===== config.mk =====
export PLATFORM = sky130hd
export DESIGN_NAME = seven_seg_scan_ctrl_flat
export DESIGN_NICKNAME = d
export VERILOG_FILES = /design/src/rtl/seven_seg_pkg.sv /design/src/rtl/seven_seg_scan_ctrl_if.sv /design/src/rtl/hex_to_seven_seg.sv /design/src/rtl/seven_seg_scan_ctrl.sv /design/src/flat_wrapper.sv
export SDC_FILE = /design/constraint.sdc
export NUM_CORES = 1
export LEC_CHECK = 0
export BUFFER_PORTS_ARGS = -buffer_cell sky130_fd_sc_hd__buf_2
export CAP_MARGIN = 25
export CORE_MARGIN = 2
export CORE_UTILIZATION = 45
export DETAILED_ROUTE_END_ITERATION = 10
export PLACE_DENSITY_LB_ADDON = 0.05
export RECOVER_POWER = 25
export REMOVE_ABC_BUFFERS = 1
export SLEW_MARGIN = 20
export SYNTH_ARGS = -nofsm -noshare
export SYNTH_HDL_FRONTEND = slang
export SYNTH_SLANG_ARGS = --single-unit

===== constraint.sdc =====
create_clock -name clock -period 2.51 [get_ports clock]
set_input_delay 0.1255 -clock clock [delete_from_list [all_inputs] [get_ports clock]]
set_output_delay 0.1255 -clock clock [all_outputs]
set_load 0.1 [all_outputs]

===== src/rtl/seven_seg_pkg.sv =====
// Shared segment encodings for the scanned seven-segment controller.
// Patterns are active-high {g,f,e,d,c,b,a}; pin polarity is applied at the output registers.
package seven_seg_pkg;

    localparam logic [6:0] SEG_OFF = 7'h00;

    localparam logic [6:0] HEX_SEG [16] = '{
        7'h3F, 7'h06, 7'h5B, 7'h4F, 7'h66, 7'h6D, 7'h7D, 7'h07,
        7'h7F, 7'h6F, 7'h77, 7'h7C, 7'h39, 7'h5E, 7'h79, 7'h71
    };

endpackage


===== src/rtl/seven_seg_scan_ctrl_if.sv =====
// Display-side bundle: datapath request signals in, scanned pin drives out.
interface seven_seg_scan_ctrl_if #(
    parameter int NUM_DIGITS = 4,
    parameter int PWM_BITS   = 4
);
    logic [4*NUM_DIGITS-1:0] digits;
    logic [NUM_DIGITS-1:0]   dp_in;
    logic [NUM_DIGITS-1:0]   blank;
    logic                    lzb_en;
    logic [PWM_BITS-1:0]     brightness;
    logic                    load;
    logic [NUM_DIGITS-1:0]   an;
    logic [6:0]              seg;
    logic                    dp;
    logic                    frame_start;

    modport master (
        output digits, dp_in, blank, lzb_en, brightness, load,
        input  an, seg, dp, frame_start
    );

    modport slave (
        input  digits, dp_in, blank, lzb_en, brightness, load,
        output an, seg, dp, frame_start
    );
endinterface


===== src/rtl/hex_to_seven_seg.sv =====
// Combinational nibble to active-high segment pattern lookup.
module hex_to_seven_seg
    import seven_seg_pkg::*;
(
    input  logic [3:0] nibble,
    output logic [6:0] pattern
);
    assign pattern = HEX_SEG[nibble];
endmodule


===== src/rtl/seven_seg_scan_ctrl.sv =====
// Multiplexed N-digit seven-segment scanner with frame-synchronous updates,
// leading-zero blanking and PWM brightness; all pin drives are registered.
module seven_seg_scan_ctrl
    import seven_seg_pkg::*;
#(
    parameter int NUM_DIGITS = 4,
    parameter int DIVIDE_BY  = 17,
    parameter int PWM_BITS   = 4,
    parameter int ACTIVE_LOW = 1
) (
    input logic clock,
    input logic reset_n,
    seven_seg_scan_ctrl_if.slave disp
);
    localparam int IDX_W = (NUM_DIGITS > 1) ? $clog2(NUM_DIGITS) : 1;
    localparam logic POL = (ACTIVE_LOW != 0);
    localparam logic [IDX_W-1:0] LAST_IDX = IDX_W'(NUM_DIGITS - 1);

    logic [DIVIDE_BY-1:0]    presc;
    logic [IDX_W-1:0]        idx;
    logic                    tick;
    logic                    wrap;
    logic [4*NUM_DIGITS-1:0] stg_digits, act_digits;
    logic [NUM_DIGITS-1:0]   stg_dp, act_dp;
    logic [NUM_DIGITS-1:0]   stg_blank, act_blank;
    logic [NUM_DIGITS-1:0]   lz_mask;
    logic                    lz_run;
    logic [PWM_BITS-1:0]     pwm_phase;
    logic                    pwm_on;
    logic [3:0]              cur_nib;
    logic                    cur_dp;
    logic                    cur_on;
    logic [NUM_DIGITS-1:0]   an_next;
    logic [6:0]              pattern;
    logic [NUM_DIGITS-1:0]   an_q;
    logic [6:0]              seg_q;
    logic                    dp_q;
    logic                    fs_q;

    assign tick = &presc;
    assign wrap = tick && (idx == LAST_IDX);

    always_ff @(posedge clock or negedge reset_n) begin
        if (!reset_n) begin
            presc <= '0;
            idx   <= '0;
        end else begin
            presc <= presc + DIVIDE_BY'(1);
            if (tick) idx <= wrap ? '0 : idx + IDX_W'(1);
        end
    end

    // A load on the wrap edge goes straight to the active set so it is not lost for a frame.
    always_ff @(posedge clock or negedge reset_n) begin
        if (!reset_n) begin
            stg_digits <= '0;
            stg_dp     <= '0;
            stg_blank  <= '0;
            act_digits <= '0;
            act_dp     <= '0;
            act_blank  <= '0;
        end else begin
            if (disp.load) begin
                stg_digits <= disp.digits;
                stg_dp     <= disp.dp_in;
                stg_blank  <= disp.blank;
            end
            if (wrap) begin
                act_digits <= disp.load ? disp.digits : stg_digits;
                act_dp     <= disp.load ? disp.dp_in  : stg_dp;
                act_blank  <= disp.load ? disp.blank  : stg_blank;
            end
        end
    end

    // Zero run from the top digit down; a decimal point ends the run.
    always_comb begin
        lz_mask = '0;
        lz_run  = 1'b1;
        for (int i = NUM_DIGITS - 1; i > 0; i--) begin
            lz_run     = lz_run && (act_digits[4*i +: 4] == 4'h0) && !act_dp[i];
            lz_mask[i] = lz_run;
        end
    end

    assign pwm_phase = presc[DIVIDE_BY-1 -: PWM_BITS];
    assign pwm_on    = (disp.brightness == '1) || (pwm_phase < disp.brightness);

    always_comb begin
        cur_nib = 4'h0;
        cur_dp  = 1'b0;
        cur_on  = 1'b0;
        an_next = '0;
        for (int i = 0; i < NUM_DIGITS; i++) begin
            if (idx == IDX_W'(i)) begin
                cur_nib    = act_digits[4*i +: 4];
                cur_dp     = act_dp[i];
                cur_on     = !act_blank[i] && !(disp.lzb_en && lz_mask[i]) && pwm_on;
                an_next[i] = cur_on;
            end
        end
    end

    hex_to_seven_seg u_hex (
        .nibble  (cur_nib),
        .pattern (pattern)
    );

    always_ff @(posedge clock or negedge reset_n) begin
        if (!reset_n) begin
            an_q  <= {NUM_DIGITS{POL}};
            seg_q <= SEG_OFF ^ {7{POL}};
            dp_q  <= POL;
            fs_q  <= 1'b0;
        end else begin
            an_q  <= an_next ^ {NUM_DIGITS{POL}};
            seg_q <= (cur_on ? pattern : SEG_OFF) ^ {7{POL}};
            dp_q  <= (cur_on && cur_dp) ^ POL;
            fs_q  <= (idx == '0) && (presc == '0);
        end
    end

    assign disp.an          = an_q;
    assign disp.seg         = seg_q;
    assign disp.dp          = dp_q;
    assign disp.frame_start = fs_q;

endmodule


===== src/flat_wrapper.sv =====
// flat-port wrapper written by rule: the top's interface ports become plain ports
module seven_seg_scan_ctrl_flat import seven_seg_pkg::*;
#(
    parameter int NUM_DIGITS = 4,
    parameter int DIVIDE_BY  = 17,
    parameter int PWM_BITS   = 4,
    parameter int ACTIVE_LOW = 1
)
  (clock, reset_n, disp_digits, disp_dp_in, disp_blank, disp_lzb_en, disp_brightness, disp_load, disp_an, disp_seg, disp_dp, disp_frame_start);
  seven_seg_scan_ctrl_if #(.NUM_DIGITS(NUM_DIGITS), .PWM_BITS(PWM_BITS)) disp_i ();
  input logic clock;
  input logic reset_n;
  input wire logic [$bits(disp_i.digits)-1:0] disp_digits;
  input wire logic [$bits(disp_i.dp_in)-1:0] disp_dp_in;
  input wire logic [$bits(disp_i.blank)-1:0] disp_blank;
  input wire logic [$bits(disp_i.lzb_en)-1:0] disp_lzb_en;
  input wire logic [$bits(disp_i.brightness)-1:0] disp_brightness;
  input wire logic [$bits(disp_i.load)-1:0] disp_load;
  output wire logic [$bits(disp_i.an)-1:0] disp_an;
  output wire logic [$bits(disp_i.seg)-1:0] disp_seg;
  output wire logic [$bits(disp_i.dp)-1:0] disp_dp;
  output wire logic [$bits(disp_i.frame_start)-1:0] disp_frame_start;
  assign disp_i.digits = disp_digits;
  assign disp_i.dp_in = disp_dp_in;
  assign disp_i.blank = disp_blank;
  assign disp_i.lzb_en = disp_lzb_en;
  assign disp_i.brightness = disp_brightness;
  assign disp_i.load = disp_load;
  assign disp_an = disp_i.an;
  assign disp_seg = disp_i.seg;
  assign disp_dp = disp_i.dp;
  assign disp_frame_start = disp_i.frame_start;
  seven_seg_scan_ctrl #(.NUM_DIGITS(NUM_DIGITS), .DIVIDE_BY(DIVIDE_BY), .PWM_BITS(PWM_BITS), .ACTIVE_LOW(ACTIVE_LOW)) u_core (.clock(clock), .reset_n(reset_n), .disp(disp_i));
endmodule

Yosys cells after proc, flatten, opt, wreduce, memory -nomap -nowiden
Memories as Yosys holds them, arrays and structs flattened.
Cells that the tools add are included.

storage, ports and cells
  output and inout bits = 13
  latch bits = 0
  memories kept = 1
  input bits = 32
  memory bits (writable) = 0
  memory bits (read-only) = 112
  register bits after elaboration = 80

cells by class
  bitwise operators = 4
  shift-type cells = 0
  reduce and logical (&&, ||, !) cells = 35
  $lt $le $gt $ge = 2
  equality and inequality tests = 4
  add/sub/neg operators = 2
  muxes and demuxes = 22
  div/mod/pow operators = 0
  multipliers = 0

memory list
  memory           words  bits a word  rd ports  clocked after Yosys merged registers in  wr ports  line                   source
  (no name shown)  16     7            1         0                                        0         hex_to_seven_seg.sv:8  assign pattern = HEX_SEG[nibble];

operator list
  cell                                                             count
  4-bit two-way mux                                                6
  7-bit two-way mux                                                3
  1-bit logical AND                                                18
  17-bit by 1-bit adder with 17-bit output, second input constant  1
  17-bit logical NOT                                               1
  17-bit AND reduction                                             1
  16-bit two-way mux                                               1
  4-bit logical NOT                                                3
  1-bit two-way mux                                                11
  1-bit logical NOT                                                10
  7-bit NOT                                                        1
  5-bit >= comparator, second input constant                       1
  4-bit NOT with 5-bit output                                      1
  2-bit == test, second input constant                             2
  4-bit == test, second input constant                             1
  4-bit < comparator                                               1
  4-bit NOT                                                        1
  2-bit by 1-bit adder with 2-bit output, second input constant    1
  2-bit by 1-bit == test with 1-bit output, second input constant  1
  2-bit logical NOT                                                1
  2-bit two-way mux                                                1
  1-bit logical OR                                                 1
  1-bit NOT                                                        1

Longest topological paths before layout
Gate-level depths: netlist of the first run.

  depth in word-level cells = 15
  gate-level depth with buffers = 11
  gate-level depth less buffers = 9

Cells and area by module
From an unflattened synthesis of the first run, not the netlist that was laid out.

unflattened totals
  cell total of the unflattened synthesis = 295
  area total of the unflattened synthesis = 3,747.3 um2

by module, submodules not included
  module               cells each  area each (um2)  seq. area each (um2)  instances
  seven_seg_scan_ctrl  262         3,459.6          2,016.9               1
  hex_to_seven_seg     33          287.8            0.0                   1

Worst setup path before layout of the first run
No wires, ideal clock.

  path kind = flip-flop to flip-flop
  start point = reg u_core.presc[0]
  end point = reg u_core.act_digits[10]
  slack = 0.291 ns
  buffers on the path = 3
  required time = 2.385 ns
  setup time = 0.125 ns
  stages on the path, launching flop included = 11
  data arrival time = 2.094 ns
  cell sequence = dfrtp_1 ha_1 and3_1 clkbuf_1 nand2_1 nor2_1 ha_1 and2_1 buf_2 buf_2 mux2_2

on the way
  longest elaborated chain between the ends = 2

ends and longest elaborated chain
  element                 line                       source
  from (decl)             seven_seg_scan_ctrl.sv:19  logic [DIVIDE_BY-1:0] presc;
  from (signal assigned)  seven_seg_scan_ctrl.sv:48  presc <= presc + DIVIDE_BY'(1);
  17-bit AND reduction    seven_seg_scan_ctrl.sv:40  assign tick = &presc;
  named net u_core.tick   seven_seg_scan_ctrl.sv:21  logic tick;
  1-bit logical AND       seven_seg_scan_ctrl.sv:41  assign wrap = tick && (idx == LAST_IDX);
  to (signal assigned)    seven_seg_scan_ctrl.sv:69  act_digits <= disp.load ? disp.digits : stg_digits;
  to (decl)               seven_seg_scan_ctrl.sv:23  logic [4*NUM_DIGITS-1:0] stg_digits, act_digits;

The timed path passes the listed nets, and every way through them passes these cells.
A chain may end at the register's enable or synchronous reset.

Worst setup path in the final report of the first run
  start point = reg u_core.idx[0]
  end point = reg u_core.seg_q[3] (netlist: u_core.disp.seg[3])

on the way
  longest elaborated chain between the ends = 11
  elaborated cells between the ends (all ways) = 18

ends and longest elaborated chain
  element                                                line                        source
  from (decl)                                            seven_seg_scan_ctrl.sv:20   logic [IDX_W-1:0] idx;
  from (signal assigned)                                 seven_seg_scan_ctrl.sv:49   if (tick) idx <= wrap ? '0 : idx + IDX_W'(1);
  2-bit logical NOT                                      seven_seg_scan_ctrl.sv:95   if (idx == IDX_W'(i)) begin
  4-bit two-way mux (4 in series)                        seven_seg_scan_ctrl.sv:95
  4-bit NOT with 5-bit output (implied by the code)      hex_to_seven_seg.sv:8
  memory 16 x 7 bit                                      -
  7-bit two-way mux (implied by the code) (2 in series)  hex_to_seven_seg.sv:8
  7-bit two-way mux (*)                                  seven_seg_scan_ctrl.sv:117  seg_q <= (cur_on ? pattern : SEG_OFF) ^ {7{POL}};
  7-bit NOT (no source line) (*)                         -
  to (signal assigned)                                   seven_seg_scan_ctrl.sv:112  seg_q <= SEG_OFF ^ {7{POL}};
  to (signal assigned)                                   seven_seg_scan_ctrl.sv:117
  to (decl)                                              seven_seg_scan_ctrl.sv:36   logic [6:0] seg_q;

Every way passes the cells marked *; elsewhere a longest branch is shown, timed or not. The select of a mux whose other input is x is not followed.

==> results.ini, run 1 <==
[cells_and_area]
antenna_cells=0
final_cells=459
drive_above_1_share_pct=35.6
fin_util_pct=54.0
layout.nets=397
syn2layout_area_growth_pct=16.4
final_area_um2=4440

[timing]
drv_slew=81
slew_headroom_pct=-28.4
rsz0062_at_grt=false
tightest_slew_ns=1.93
setup-tns-final_ns=0
finalSetupViolations=0
finalHoldViolations=0
maxClockFrequency_mhz=439
min_period_over_period_pct=90.8
holdWs_ns=0.0168
fin_worst_skew_ns=0.00959
worst_slack_ns=0.230
min_period_ns=2.28

[power_and_ir_drop]
finalPower_mw=2.61
irDropWorstVdd_mv=0.263
powerDensity_nw_per_um2=588
leakage_nw=2.12

[job]
maxCapViolCount=1

[drt]
via_count=2402
dr.pass1.iters=4
via_per_inst=5.23
first_iter_violations=72
detail_route.wl_per_cell_um=15.4
drc=0
drt-total-wl_mm=7.09
detail-route-antenna-nets=0

[floorplan]
initial_core_util_pct=46.4
die_x_um=96.1
core_area_um2=8220
ios=45
rows=33
die_area_um2=9230
die_h_um=96.1

[setup_path]
critPathTopFamily=adder cells
criticalPathCategory=reg2reg
cp-start-kind=flop
endpoint_kind=flop
max_stage_delay_ns=0.41
arrival_ns=2.56
cp_slowest_cell=dfrtp_1
crit_fanout=5
cp.buffers_inverters=2
cp.required_ns=2.79
path_cells=inv_1 > ha_1 > nand3b_1 > a211oi_2 > inv_1 > ha_1 > mux2i_1 > mux2_2 > nand3_1

[status]
outcome=complete, but fails checks
violations=max-capacitance violations, max-slew violations

[place]
place_area_um2=4190
dp_hpwl_mm=4.96
gp_congestion=0.876
detailedPlace.worstSlack_ns=0.176
placed_cells=442
io_buffers=44

[yosys]
syn_avg_cell_area_um2=13.0
synth-simple-area-share_pct=12.7
ys_types=58
synth_top_cell_by_area=dfrtp_1
synth.area.top_cells=dfrtp_1 45%, mux2_2 14%, dfstp_2 8.3%
synth_compound_area_share_pct=7.54
synth_top_area_share_pct=44.6
ys_seq_area_share_pct=52.9
yosys_warnings=0
synth_top_family_by_area=multiplexers
synthMuxAreaShare_pct=15.9
synthFlopType=dfrtp_1
syn-cell-area_um2=3810
synth.most_common_cell=dfrtp_1
synth_xor_area_share_pct=3.21
ys_ff_latch=80
synth_adder_area_share_pct=5.25
synth_commonest_cells=68 x dfrtp_1, 48 x mux2_2, 16 x ha_1, 16 x nand2_1, 13 x nand3_1
synth_edf_count=0
async_reset_ff_share_pct=100
synthCells=294

[hold_path]
hold_path.class=in2reg

[global_route]
grt_max_degree=81
grt_overflow=0
grt_antenna_before_repair=0
track_usage_pct=16.9
grt_pass1_vias=2391
grt_pass1_wl_mm=11.7

[cts]
cts_max_level=3
cts_tree=built
cts_made_buffers=9
clock_path_buffers=2
clock_latency_ns=0.34
cts_root_buf=clkbuf_8
cts.sinks=80
clk_pin_slew_ns=0.08
cts_setup_buffers=0

placed cells by master (no fill, tap or decap), drive strengths merged, types with 8 or more instances in the layout:
| cell type | n |
|---|---|
| clkbuf | 13 |
| dfrtp | 68 |
| inv | 12 |
| xnor2 | 8 |
| nand2 | 16 |
| dfstp | 12 |
| ha | 16 |
| nand3 | 13 |
| mux2 | 49 |
| buf | 51 |
area by class of cell:
cell class,count,area [µm²]
Timing Repair Buffer,54,309
Multi-Input combinational cell,193,1710
Sequential cell,80,2020
Tap cell,105,131
Inverter,11,41.3
Fill cell,739,3780
Clock inverter,5,104
Clock buffer,11,131
power by group:
group          internal (mW)  switching, mW
registers               1.33        0.00787
clock network          0.664          0.466
logic                 0.0527         0.0883
total                   2.05          0.562
registers in the layout (all words and copies together) (netlist names):
name and count:
u_core.act_digits 16, u_core.idx 2, u_core.stg_digits 16, u_core.disp.dp 1
u_core.stg_blank 4, u_core.presc 17, u_core.stg_dp 4, u_core.act_blank 4
u_core.disp.an 4, u_core.disp.seg 7, u_core.disp.frame_start 1, u_core.act_dp 4
logic make-up after synthesis:
family / after synthesis
xor+xnor: 14
fa+ha+maj: 16
simple gates: 77
buf+inv: 21
flops: 80
mux: 54
compound gates: 32
routing by layer:
layer  track usage, %  share of wire [%]  vias to the layer above
met5                0                  0                        -
met4             6.07                1.3                        0
met3             3.37                3.9                        9
met2             26.2                 47                       44
met1             23.8                 48                     1177
li1                 -                  -                     1172
timing repair:
item,in CTS,in global routing
endpoints found under the hold margin,68,0
hold buffers,1,0
endpoints found under the setup margin,0,1
resized for setup,0,2
path summary, 6_finish.rpt:
kind | startpoint | end | slack, ns | depth (start not counted)
setup / recovery | u_core.idx[0] | u_core.disp.seg[3] | 0.23 | 9
hold / removal | disp_digits[8] | u_core.stg_digits[8] | 0.02 | 2
setup reg to reg | u_core.idx[0] | u_core.disp.seg[3] | 0.23 | 9
hold reg to reg | u_core.stg_blank[1] | u_core.stg_blank[1] | 0.48 | 1
max in group asynchronous | reset_n | u_core.act_dp[2] | 0.51 | 2
min in group asynchronous | reset_n | u_core.stg_blank[1] | 0.84 | 2
Note: power is estimated with default switching activity, not from simulation.
==> inputs of run 2 (changes only) <==
--- a/config.mk
+++ b/config.mk
@@ -13,6 +13,7 @@
 export PLACE_DENSITY_LB_ADDON = 0.05
 export RECOVER_POWER = 25
 export REMOVE_ABC_BUFFERS = 1
+export SETUP_SLACK_MARGIN = 0.3
 export SLEW_MARGIN = 20
 export SYNTH_ARGS = -nofsm -noshare
 export SYNTH_HDL_FRONTEND = slang
==> run 2 against run 1 <==
  * The flow now finishes without violations
  * Clock skew is 0.0012 ns higher
  * Via count grew 2.7%
  * Flip-flop and latch count unchanged
  * Highest routed layer unchanged
  * Sequential share of layout area decreased by 1.7 points
  * Final cell count is 2.4% higher
  * Critical path depth down 1
  * Hold slack worse by 0.0021 ns
  * Maximum frequency is 8.8% higher
==> results.ini, run 2 (synthesis gave the netlist of run 1 again) <==
[floorplan]
die_h_um=96.1  ; unchanged
ios=45  ; unchanged
core_area_um2=8220  ; unchanged
die_x_um=96.1  ; unchanged
die_area_um2=9230  ; unchanged
initial_core_util_pct=46.4  ; unchanged
rows=33  ; unchanged

[setup_path]
r2r.worst_path.cells=8  ; -1
crit_fanout=21  ; +16
arrival_ns=2.32  ; -0.24 ns
cp-start-kind=flop
endpoint_kind=flop
criticalPathCategory=reg2reg
cp_slowest_cell=dfrtp_1
path_cells=ha_1 > and3_1 > nand2_1 > nor2_1 > ha_2 > and2_1 > buf_12 > mux2_2
cp.required_ns=2.74  ; -0.05 ns
max_stage_delay_ns=0.41  ; about the same

[global_route]
track_usage_pct=17.2  ; +0.27 points
grt_pass1_wl_mm=11.9  ; +1.7%
grt_overflow=0  ; unchanged
grt_max_degree=81  ; unchanged
grt_pass1_vias=2417  ; +1.1%
grt_antenna_before_repair=0  ; unchanged

[cells_and_area]
layout_common_cells=66 x dfrtp_1, 42 x buf_2, 29 x mux2_2
top_regs=u_core.presc: 17 flops, u_core.act_digits: 16 flops, u_core.stg_digits: 16 flops
top_register=u_core.presc
antenna_cells=0  ; unchanged
drive_above_1_share_pct=41.1  ; +5.5 points
largest_reg_flops=17  ; unchanged
final_area_um2=4620  ; +4.0%
final_cells=470  ; +2.4%
syn2layout_area_growth_pct=21.1
layout.nets=408  ; +2.8%
layout_commonest_cell=dfrtp_1

[drt]
drc=0  ; unchanged
via_count=2467  ; +2.7%
via_per_inst=5.25  ; +0.30%
detail_route.wl_per_cell_um=15.6  ; +0.95%
detail-route-antenna-nets=0  ; unchanged
first_iter_violations=56  ; -22%
drt-total-wl_mm=7.32  ; +3.4%
dr.pass1.iters=4  ; unchanged

[hold_path]
holdPathStages=2  ; unchanged
hold_path.class=in2reg

[cts]
cts.sinks=80  ; unchanged
cts_tree=built
clock_path_buffers=2  ; unchanged
cts_max_level=3  ; unchanged
cts_made_buffers=9  ; unchanged
clock_latency_ns=0.35  ; about the same
clk_pin_slew_ns=0.09  ; about the same
cts_root_buf=clkbuf_8

[place]
place_area_um2=4190  ; unchanged
dp_hpwl_mm=4.96  ; unchanged
detailedPlace.worstSlack_ns=0.176  ; unchanged
placed_cells=442  ; unchanged
gp_congestion=0.876  ; unchanged
io_buffers=44  ; unchanged

[timing]
rsz0062_at_grt=false
maxClockFrequency_mhz=477  ; +8.8%
worst_slack_ns=0.414  ; +0.184 ns
tightest_slew_ns=1.36  ; -0.566 ns
min_period_ns=2.10  ; -0.184 ns
fin_worst_skew_ns=0.0108  ; +0.00118 ns
finalSetupViolations=0  ; unchanged
drv_slew=0  ; -100%
finalHoldViolations=0  ; unchanged
setup-tns-final_ns=0  ; unchanged
slew_headroom_pct=9.27  ; +38 points
min_period_over_period_pct=83.5  ; -7.3 points

[power_and_ir_drop]
irDropWorstVdd_mv=0.266  ; +1.3%
leakage_nw=2.18  ; +3.0%
powerDensity_nw_per_um2=567  ; -3.6%

[status]
outcome=completed

[job]
maxCapViolCount=0  ; -1

-- run 2: cell count changes in the layout (fill, tap and decap cells not counted), sizes merged --
cell / change
buf: +11
-- run 2: path summary, 6_finish.rpt --
kind / startpoint / slack (ns) / endpoint
max in group asynchronous: reset_n / 1.63 / u_core.act_digits[10]
setup reg to reg: u_core.presc[0] / 0.41 / u_core.act_digits[9]
hold / removal: disp_digits[5] / 0.01 / u_core.stg_digits[5]
hold reg to reg: u_core.stg_blank[1] / 0.48 / u_core.stg_blank[1]
setup / recovery: u_core.presc[0] / 0.41 / u_core.act_digits[9]
min in group asynchronous: reset_n / 0.36 / u_core.stg_blank[1]
-- run 2: power breakdown --
part / switching (mW) / internal (mW)
clock: 0.471 / 0.664
sequential: 0.00792 / 1.33
combinational: 0.0884 / 0.0538
-- run 2: worst max-delay path, delay by kind of cell, from the launching register on --
kind                     cells  cell delay [ns]
buffers and inverters        1             0.18
adder cells (fa/ha/maj)      2             0.43
multiplexers                 1             0.35
AND/OR/NAND/NOR              4             0.60
flip-flops                   1             0.41
-- run 2: final cells by class --
cell class | instances | area, µm²
timing repair buffer | 65 | 394
inverter | 11 | 43.8
clock buffer | 11 | 131
clock inverter | 5 | 104
fill | 722 | 3600
multi-input combinational | 193 | 1790
tap | 105 | 131
sequential | 80 | 2020
-- run 2: per-layer routing --
layer / wire (µm) / vias to the layer above / GRT usage [%]
li1: - / 1194 / -
met1: 3440 / 1213 / 23.9
met2: 3510 / 48 / 26.9
met3: 260 / 12 / 3.37
met4: 116 / 0 / 6.07
met5: 0 / - / 0
-- run 2: stage by stage --
stage	util (%)	power, mW	hold slack, ns
final	56.2	2.62	0.0147
after global routing	56.2	2.74	0.0154
after CTS	54.4	2.65	0.0144
after detailed placement	51.0	1.52	0.364
after global placement	51.0	1.52	0.361
after floorplan	-	1.44	-0.170
-- run 2: what timing repair did --
item	4_1_cts	5_1_grt
setup endpoints to repair	24	29
buffers inserted	2	9
hold buffers	1	0
endpoints found under the hold margin	68	0
resized for setup	7	16
pin swaps	1	3
